==> src/rtl/dcm_reset_sequencer_if.sv <==
// DCM reset sequencer signal bundle: LOCKED inputs, DCM/system reset outputs
// and status. Optional DCM STATUS inputs appear when DCMSEQ_STATUS_MON_EN is
// defined.
interface dcm_reset_sequencer_if;
  logic       cpu_locked;
  logic       video_locked;
`ifdef DCMSEQ_STATUS_MON_EN
  logic [2:0] cpu_status;
  logic [2:0] video_status;
`endif
  logic       dcm_cpu_rst;
  logic       dcm_video_rst;
  logic       sys_rst;
  logic       clocks_ok;
  logic       fault;
  logic [3:0] retry_cnt;

  // Sequencer side
  modport master (
    input  cpu_locked,
    input  video_locked,
`ifdef DCMSEQ_STATUS_MON_EN
    input  cpu_status,
    input  video_status,
`endif
    output dcm_cpu_rst,
    output dcm_video_rst,
    output sys_rst,
    output clocks_ok,
    output fault,
    output retry_cnt
  );

  // Clock generator / system side
  modport slave (
    output cpu_locked,
    output video_locked,
`ifdef DCMSEQ_STATUS_MON_EN
    output cpu_status,
    output video_status,
`endif
    input  dcm_cpu_rst,
    input  dcm_video_rst,
    input  sys_rst,
    input  clocks_ok,
    input  fault,
    input  retry_cnt
  );
endinterface

==> src/rtl/dcm_reset_sequencer.sv <==
// DCM reset sequencer: pulses both DCM RST pins, waits for LOCKED, retries
// failed locks, holds sys_rst until both DCMs are locked and settled.
// Optional feature macro: DCMSEQ_STATUS_MON_EN (adds DCM STATUS[2] monitoring
// in SETTLE and RUN, treated like lock loss).
module dcm_reset_sequencer #(
  parameter int unsigned RST_PULSE_CYCLES = 4,
  parameter int unsigned LOCK_TIMEOUT     = 50000,
  parameter int unsigned SETTLE_CYCLES    = 1024,
  parameter int unsigned MAX_RETRIES      = 7
) (
  input logic                   CLK,
  input logic                   RST,
  dcm_reset_sequencer_if.master bus
);

  typedef enum logic [2:0] {
    S_PULSE,
    S_WAIT_LOCK,
    S_SETTLE,
    S_RUN,
    S_FAULT
  } state_t;

  localparam logic [15:0] PULSE_LAST  = 16'(RST_PULSE_CYCLES - 1);
  localparam logic [15:0] LOCK_LAST   = 16'(LOCK_TIMEOUT - 1);
  // SETTLE occupies SETTLE_CYCLES+1 cycles so that release lands exactly
  // 2+SETTLE_CYCLES+1 cycles after the raw locks are first sampled high.
  localparam logic [15:0] SETTLE_LAST = 16'(SETTLE_CYCLES);
  localparam logic [3:0]  RETRY_MAX   = 4'(MAX_RETRIES);

  logic [1:0]  sync_c;
  logic [1:0]  sync_v;
  logic        lk_c;
  logic        lk_v;
  logic        locks_ok;
  logic        clk_good;

  state_t      state;
  state_t      state_n;
  logic [15:0] cnt;
  logic [15:0] cnt_n;
  logic [3:0]  retry;
  logic [3:0]  retry_n;
  logic        fail;

  logic        dcm_rst_q;
  logic        sys_rst_q;
  logic        clocks_ok_q;
  logic        fault_q;
  logic        dcm_rst_n;
  logic        sys_rst_n;
  logic        clocks_ok_n;
  logic        fault_n;

  // Two-flop synchronisers for the asynchronous LOCKED inputs
  always_ff @(posedge CLK) begin
    if (RST) begin
      sync_c <= '0;
      sync_v <= '0;
    end else begin
      sync_c <= {sync_c[0], bus.cpu_locked};
      sync_v <= {sync_v[0], bus.video_locked};
    end
  end

  assign lk_c     = sync_c[1];
  assign lk_v     = sync_v[1];
  assign locks_ok = lk_c & lk_v;

`ifdef DCMSEQ_STATUS_MON_EN
  logic [1:0] sync_cs;
  logic [1:0] sync_vs;

  // Two-flop synchronisers for STATUS[2] (CLKFX stopped); STATUS[1] unused
  always_ff @(posedge CLK) begin
    if (RST) begin
      sync_cs <= '0;
      sync_vs <= '0;
    end else begin
      sync_cs <= {sync_cs[0], bus.cpu_status[2]};
      sync_vs <= {sync_vs[0], bus.video_status[2]};
    end
  end

  assign clk_good = locks_ok & ~sync_cs[1] & ~sync_vs[1];
`else
  assign clk_good = locks_ok;
`endif

  // State, counters and registered outputs
  always_ff @(posedge CLK) begin
    if (RST) begin
      state       <= S_PULSE;
      cnt         <= '0;
      retry       <= '0;
      dcm_rst_q   <= 1'b1;
      sys_rst_q   <= 1'b1;
      clocks_ok_q <= 1'b0;
      fault_q     <= 1'b0;
    end else begin
      state       <= state_n;
      cnt         <= cnt_n;
      retry       <= retry_n;
      dcm_rst_q   <= dcm_rst_n;
      sys_rst_q   <= sys_rst_n;
      clocks_ok_q <= clocks_ok_n;
      fault_q     <= fault_n;
    end
  end

  // Next-state, cycle counter and retry bookkeeping
  always_comb begin
    state_n = state;
    cnt_n   = cnt;
    retry_n = retry;
    fail    = 1'b0;
    unique case (state)
      S_PULSE: begin
        if (cnt == PULSE_LAST) begin
          state_n = S_WAIT_LOCK;
          cnt_n   = '0;
        end else begin
          cnt_n = cnt + 16'd1;
        end
      end
      S_WAIT_LOCK: begin
        if (locks_ok) begin
          state_n = S_SETTLE;
          cnt_n   = '0;
        end else if (cnt == LOCK_LAST) begin
          fail = 1'b1;
        end else begin
          cnt_n = cnt + 16'd1;
        end
      end
      S_SETTLE: begin
        if (!clk_good) begin
          fail = 1'b1;
        end else if (cnt == SETTLE_LAST) begin
          state_n = S_RUN;
          cnt_n   = '0;
          retry_n = '0;
        end else begin
          cnt_n = cnt + 16'd1;
        end
      end
      S_RUN: begin
        if (!clk_good) begin
          state_n = S_PULSE;
          cnt_n   = '0;
        end
      end
      S_FAULT: begin
        state_n = S_FAULT;
      end
      default: begin
        state_n = S_FAULT;
      end
    endcase

    if (fail) begin
      cnt_n = '0;
      if (retry != RETRY_MAX) begin
        retry_n = retry + 4'd1;
      end
      state_n = (retry + 4'd1 >= RETRY_MAX) ? S_FAULT : S_PULSE;
    end
  end

  // Output decode from the upcoming state so outputs register in step with it
  always_comb begin
    dcm_rst_n   = 1'b1;
    sys_rst_n   = 1'b1;
    clocks_ok_n = 1'b0;
    fault_n     = 1'b0;
    unique case (state_n)
      S_PULSE: begin
        dcm_rst_n = 1'b1;
      end
      S_WAIT_LOCK, S_SETTLE: begin
        dcm_rst_n = 1'b0;
      end
      S_RUN: begin
        dcm_rst_n   = 1'b0;
        sys_rst_n   = 1'b0;
        clocks_ok_n = 1'b1;
      end
      S_FAULT: begin
        fault_n = 1'b1;
      end
      default: begin
        fault_n = 1'b1;
      end
    endcase
  end

  assign bus.dcm_cpu_rst   = dcm_rst_q;
  assign bus.dcm_video_rst = dcm_rst_q;
  assign bus.sys_rst       = sys_rst_q;
  assign bus.clocks_ok     = clocks_ok_q;
  assign bus.fault         = fault_q;
  assign bus.retry_cnt     = retry;

endmodule

==> src/flat_wrapper.sv <==
// flat-port wrapper written by rule: the top's interface ports become plain ports
module dcm_reset_sequencer_flat 
#(
  parameter int unsigned RST_PULSE_CYCLES = 4,
  parameter int unsigned LOCK_TIMEOUT     = 50000,
  parameter int unsigned SETTLE_CYCLES    = 1024,
  parameter int unsigned MAX_RETRIES      = 7
)
  (CLK, RST, bus_cpu_locked, bus_video_locked, bus_dcm_cpu_rst, bus_dcm_video_rst, bus_sys_rst, bus_clocks_ok, bus_fault, bus_retry_cnt);
  dcm_reset_sequencer_if bus_i ();
  input logic CLK;
  input logic RST;
  input wire logic [$bits(bus_i.cpu_locked)-1:0] bus_cpu_locked;
  input wire logic [$bits(bus_i.video_locked)-1:0] bus_video_locked;
  output wire logic [$bits(bus_i.dcm_cpu_rst)-1:0] bus_dcm_cpu_rst;
  output wire logic [$bits(bus_i.dcm_video_rst)-1:0] bus_dcm_video_rst;
  output wire logic [$bits(bus_i.sys_rst)-1:0] bus_sys_rst;
  output wire logic [$bits(bus_i.clocks_ok)-1:0] bus_clocks_ok;
  output wire logic [$bits(bus_i.fault)-1:0] bus_fault;
  output wire logic [$bits(bus_i.retry_cnt)-1:0] bus_retry_cnt;
  assign bus_i.cpu_locked = bus_cpu_locked;
  assign bus_i.video_locked = bus_video_locked;
  assign bus_dcm_cpu_rst = bus_i.dcm_cpu_rst;
  assign bus_dcm_video_rst = bus_i.dcm_video_rst;
  assign bus_sys_rst = bus_i.sys_rst;
  assign bus_clocks_ok = bus_i.clocks_ok;
  assign bus_fault = bus_i.fault;
  assign bus_retry_cnt = bus_i.retry_cnt;
  dcm_reset_sequencer #(.RST_PULSE_CYCLES(RST_PULSE_CYCLES), .LOCK_TIMEOUT(LOCK_TIMEOUT), .SETTLE_CYCLES(SETTLE_CYCLES), .MAX_RETRIES(MAX_RETRIES)) u_core (.CLK(CLK), .RST(RST), .bus(bus_i));
endmodule
==> config.mk <==
export PLATFORM = sky130hd
export DESIGN_NAME = dcm_reset_sequencer_flat
export DESIGN_NICKNAME = d
export VERILOG_FILES = /design/src/rtl/dcm_reset_sequencer_if.sv /design/src/rtl/dcm_reset_sequencer.sv /design/src/flat_wrapper.sv
export SDC_FILE = /design/constraint.sdc
export NUM_CORES = 1
export LEC_CHECK = 0
export CAP_MARGIN = 10
export CORE_MARGIN = 1
export CORE_UTILIZATION = 28
export CTS_BUF_LIST = sky130_fd_sc_hd__clkbuf_8
export CTS_CLUSTER_DIAMETER = 50
export DETAILED_ROUTE_END_ITERATION = 6
export GPL_ROUTABILITY_DRIVEN = 0
export PLACE_DENSITY = 0.53
export SLEW_MARGIN = 20
export SYNTH_ARGS = -nofsm -noshare
export SYNTH_HDL_FRONTEND = slang
export SYNTH_SLANG_ARGS = --single-unit
==> constraint.sdc <==
create_clock -name CLK -period 2.6 [get_ports CLK]
set_input_delay 0.52 -clock CLK [delete_from_list [all_inputs] [get_ports CLK]]
set_output_delay 0.52 -clock CLK [all_outputs]
set_load 0.01 [all_outputs]
* Word level (Yosys, flattened, before mapping)
Cells that the tools add are included.
** Word-level totals
- Register bits :: 31
- Bits in latches :: 0
- Memory bits (writable) :: 0
- Memory bits (read-only) :: 0
- Memories kept :: 0
** Cells by class
- $add $sub $neg :: 2
- Multipliers :: 0
- Div/mod/pow operators :: 0
- Magnitude comparators :: 1
- Equal/unequal tests :: 13
- Shift-type cells :: 0
- Muxes and demuxes :: 28
- Bitwise operators :: 1
- Reduce and logical (&&, ||, !) cells :: 7
** Operators with widths (count)
- $mux 16 :: 6
- $pmux 16 s4 :: 1
- $mux 3 :: 7
- $mux 4 :: 5
- $add 16x1->16 const B :: 1
- $eq 16x11->1 const B :: 1
- $eq 16x16->1 const B :: 1
- $eq 16x2->1 const B :: 1
- $eq 3x2->1 const B :: 4
- $pmux 3 s4 :: 1
- $mux 1 :: 7
- $eq 3x1->1 const B :: 2
- $logic_not 3->1 :: 2
- $add 4x1->4 const B :: 1
- $ge 4x3->1 const B :: 1
- $ne 4x3->1 const B :: 1
- $reduce_and 4->1 :: 1
- $reduce_bool 4->1 :: 1
- $reduce_or 4->1 :: 1
- $ne 3x2->1 const B :: 1
- $reduce_or 3->1 :: 1
- $ne 2x1->1 const B :: 1
- $ne 2x2->1 const B :: 1
- $pmux 1 s2 :: 1
- 2 further kinds :: 2

* Logic depth before layout (Yosys ltp)
- Depth after elaboration :: 8
- Gate-level depth with buffers :: 8
- Mapped depth without buffers :: 7

* Least setup slack after synthesis
Ideal clock, no wire load.
- Path kind :: reg2reg
- From :: register u_core.cnt[0]
- To :: register u_core.sys_rst_q, in the netlist u_core.bus.sys_rst
- Library setup time :: 0.124 ns
- Data arrival time :: 1.921 ns
- Data required time :: 2.476 ns
- Setup slack :: 0.555 ns
- Stages on the path, launching flop included :: 8
- Cells stage by stage :: dfxtp_1 inv_1 ha_1 or4bb_1 nor4_4 nor2_1 o31a_1 a2111o_1
** On the way
- Word-level cells in the longest chain between the ends :: 7
- Elaborated cells between the ends (all ways) :: 13
- Classes of those cells :: eq/ne (4); mux (9)
** Ends and longest elaborated chain
- start, declared :: RTL line dcm_reset_sequencer.sv:40 : logic [15:0] cnt;
- start signal, assigned :: RTL line dcm_reset_sequencer.sv:102 : cnt <= cnt_n;
- $eq 16x11->1 / $eq 16x16->1 (equally long branches) :: RTL line dcm_reset_sequencer.sv:139, dcm_reset_sequencer.sv:130
- $mux 3 / $mux 1 (equally long branches) :: RTL line dcm_reset_sequencer.sv:139, dcm_reset_sequencer.sv:130
- $mux 3 / $mux 1 (equally long branches) :: RTL line dcm_reset_sequencer.sv:137, dcm_reset_sequencer.sv:127
- $pmux 3 s4 / $pmux 1 s2 (equally long branches) :: RTL line dcm_reset_sequencer.sv:117 : unique case (state)
- $mux 3 * :: RTL line dcm_reset_sequencer.sv:161 : if (fail) begin
- $eq 3x2->1 * :: RTL line dcm_reset_sequencer.sv:176 : unique case (state_n)
- $mux 1 * :: RTL line dcm_reset_sequencer.sv:176
- end signal, assigned :: RTL line dcm_reset_sequencer.sv:105 : sys_rst_q <= sys_rst_n;
- end, declared :: RTL line dcm_reset_sequencer.sv:47 : logic sys_rst_q;
Every way passes the cells marked *; elsewhere a longest branch is shown, timed or not.
A chain may end at the register's enable or synchronous reset.

* Final worst setup path
- From :: register u_core.cnt[0]
- To :: register u_core.cnt[7]
** On the way
- Word-level cells in the longest chain between the ends :: 5
- Elaborated cells between the ends (all ways) :: 16
- Classes of those cells :: add/sub (1); eq/ne (4); mux (9); reduce/logical (2)
** Ends and longest elaborated chain
- parallel branches: the longest is 5 deep, another holds $add 16x1->16
Parallel ways; which one is timed is not known. The select of a mux whose other input is x is not followed.

==> results by group <==
Yosys
  • Asr flop ratio synth: 0%
  • Count leader, synth: dfxtp_1
  • Synth top cells by count: dfxtp_1, nand2_1, nor2_1, nor2_2, nand3_1
  • Post-synth top area share: 38.3%
  • Mapped Nets: 183
  • Synth Register Bits: 30
  • Synth area leader: dfxtp_1
  • Yosys warns: 0
  • Mapped Cells: 175
  • Synth Flop Type: dfxtp_1
  • Number of synthesized flops with an enable pin: 0
  • Post-synthesis cell type count: 47
  • Mapped cell area: 1570 µm²
  • Avg Inst Size Synth: 8.95 µm²
  • Post-synthesis sequential area ratio: 38.3%
  • Top post-synthesis cells by area: dfxtp_1, xor2_1, nor2_2

Finish
  • Layout Cells excl Fill: 259
  • Diodes inserted: 0
  • Share of cells above drive strength 1: 13.8%
  • Filler Cells Inserted: 561
  • NumNets Final: 197
  • Synthesis-to-layout area growth: 17.1%

GRT
  • Largest net degree at the start of global routing: 14
  • Tot GR Track Use: 11.7%
  • Vias in the first global route: 1167
  • Initial antenna violation count: 0
  • First-pass GRT wire length: 5.39 mm
  • GRT overflow: 0

Floorplanning
  • Die height: 76.8 µm
  • Core area: 5240 µm²
  • Site row count: 26
  • Die area: 5900 µm²
  • Die W: 76.8 µm
  • Starting Density: 29.9%
  • # IOs: 13

Placement
  • PortBufs: 12
  • DP HPWL: 2.26 mm
  • Cells after DPL: 252
  • Pre-CTS setup slack: 266 ps

Drt
  • Vias post-DR: 1277
  • Pre-antenna DRT Iters: 4
  • Via-per-instance ratio: 4.93
  • WL/cell: 12.0 µm
  • # DRC: 0
  • Routed WL: 3.12 mm
  • Starting DRC count in detailed routing: 124
  • Final antenna-violating net count: 0

Clocking
  • Reg clk slew, reported paths: 60 ps
  • Hold Buf Count CTS: 0
  • Root buf cell: clkbuf_8
  • Worst-Skew Late Latency: 270 ps
  • Setup Buffers After CTS: 0
  • Clk buf depth: 2
  • Clock sink total: 30
  • CTS tree: built
  • CTS Buf Count: 5
  • Post-cts sizing count: 0
  • H-tree depth: 2

STA
  • Crit share post-route: 89.2%
  • Fmax: 431 MHz
  • Setup ws final: 282 ps
  • RSZ-0062 raised after global routing: false
  • Endpoints failing setup: 0
  • Slew @ Worst Pin: 411 ps
  • Max-slew violations: 0
  • Slew HR: 72.6%
  • Clock skew: 2.95 ps
  • Fin. Hold Viols: 0
  • Setup TNS: 0 ps
  • Final worst path period need: 2320 ps

Critical path
  • Worst Path Max Fanout: 13
  • Worst Path Required: 2760 ps
  • Crit path DAT: 2480 ps
  • Critical path endpoint category: register
  • Worst setup SP type: register
  • Worst setup path category: reg2reg

Min path
  • Min-Delay Path Class: reg2reg

Run status
  • Status: finished clean

Power and ir drop
  • Pleak: 0.621 nW
  • Pwr/cell area: 517 nW/µm²
  • Peak supply drop: 0.194 mV

Run
  • Max cap viols: 0
==> state kept, by name, indices dropped and copies added (netlist names) <==
register / cells
u_core.bus.dcm_cpu_rst: 1
u_core.sync_c: 2
u_core.state: 3
u_core.sync_v: 2
u_core.cnt: 16
u_core.bus.clocks_ok: 1
u_core.bus.retry_cnt: 4
u_core.bus.sys_rst: 1
==> placed cells by master, fill, tap and decap left out, types with 3 or more instances in the layout <==
cell type / instances
or3_1: 3
o211ai_1: 6
ha_1: 4
clkbuf_8: 5
clkdlybuf4s50_1: 12
dfxtp_1: 30
nand3_1: 9
nor4_1: 3
nand2_1: 12
inv_1: 10
xnor2_1: 5
nor2b_1: 7
nor2_1: 11
buf_4: 4
xor2_1: 8
nor3_1: 3
nand4_1: 5
nor2_2: 10
a21oi_1: 8
==> through the flow <==
stage          power (W)  utilization [%]  hold WS, ps  cell area (µm²)
3_3_place_gp    0.000624             33.6          427             1760
6_report        0.000948             35.0          437             1830
4_1_cts         0.000966             35.0          444             1830
3_5_place_dp    0.000626             33.6          429             1760
5_1_grt          0.00101             35.0          457             1830
2_1_floorplan   0.000595                -          414             1570
==> worst paths after layout <==
path / from / end / slack, ps / depth (start not counted)
max: u_core.cnt[0] / u_core.cnt[7] / 280 / 7
min: u_core.sync_c[0] / u_core.sync_c[1] / 440 / 1
max reg2reg: u_core.cnt[0] / u_core.cnt[7] / 280 / 7
min reg2reg: u_core.sync_c[0] / u_core.sync_c[1] / 440 / 1
==> layout make-up <==
class / instances / area, µm² / area share, %
flip-flops and latches: 30 / 601 / 32.7
repair buffers: 16 / 150 / 8.19
multi-input cells: 128 / 890 / 48.5
clock buffers: 5 / 68.8 / 3.75
clock inverters: 2 / 7.51 / 0.409
well taps: 70 / 87.6 / 4.77
inverters: 8 / 30.0 / 1.64
==> cells by family (layout without fill, tap and decap cells) <==
| group | after synthesis | count (layout) | synth area share (%) |
|---|---|---|---|
| compound gates | 31 | 31 | 16.1 |
| flops | 30 | 30 | 38.3 |
| fa+ha+maj | 4 | 4 | 3.20 |
| buf+inv | 17 | 31 | 4.87 |
| xor+xnor | 13 | 13 | 7.27 |
| simple gates | 80 | 80 | 30.2 |
==> layer usage <==
| metal | track usage (%) | wire length [µm] | vias up |
|---|---|---|---|
| met5 | 0 | 0 | - |
| met4 | 4.62 | 38 | 0 |
| met3 | 4.29 | 98 | 5 |
| met2 | 17.7 | 1400 | 17 |
| met1 | 14.8 | 1590 | 603 |
| li1 | - | - | 652 |
==> worst max-delay path, cell delays in order, from the launching register on <==
cell      delay, ps
dfxtp_1         380
ha_1            230
or4b_1          470
nor4_1          310
nor2_1          200
o311ai_4        250
buf_4           290
nor2_1           70
==> where the power goes <==
part	leakage, nW	internal, W	switching [W]
logic	0.331	0.0000555	0.0000646
registers	0.243	0.000476	0.0000190
clock network	0.0466	0.000176	0.000157
(Power assumes the default switching activity.)
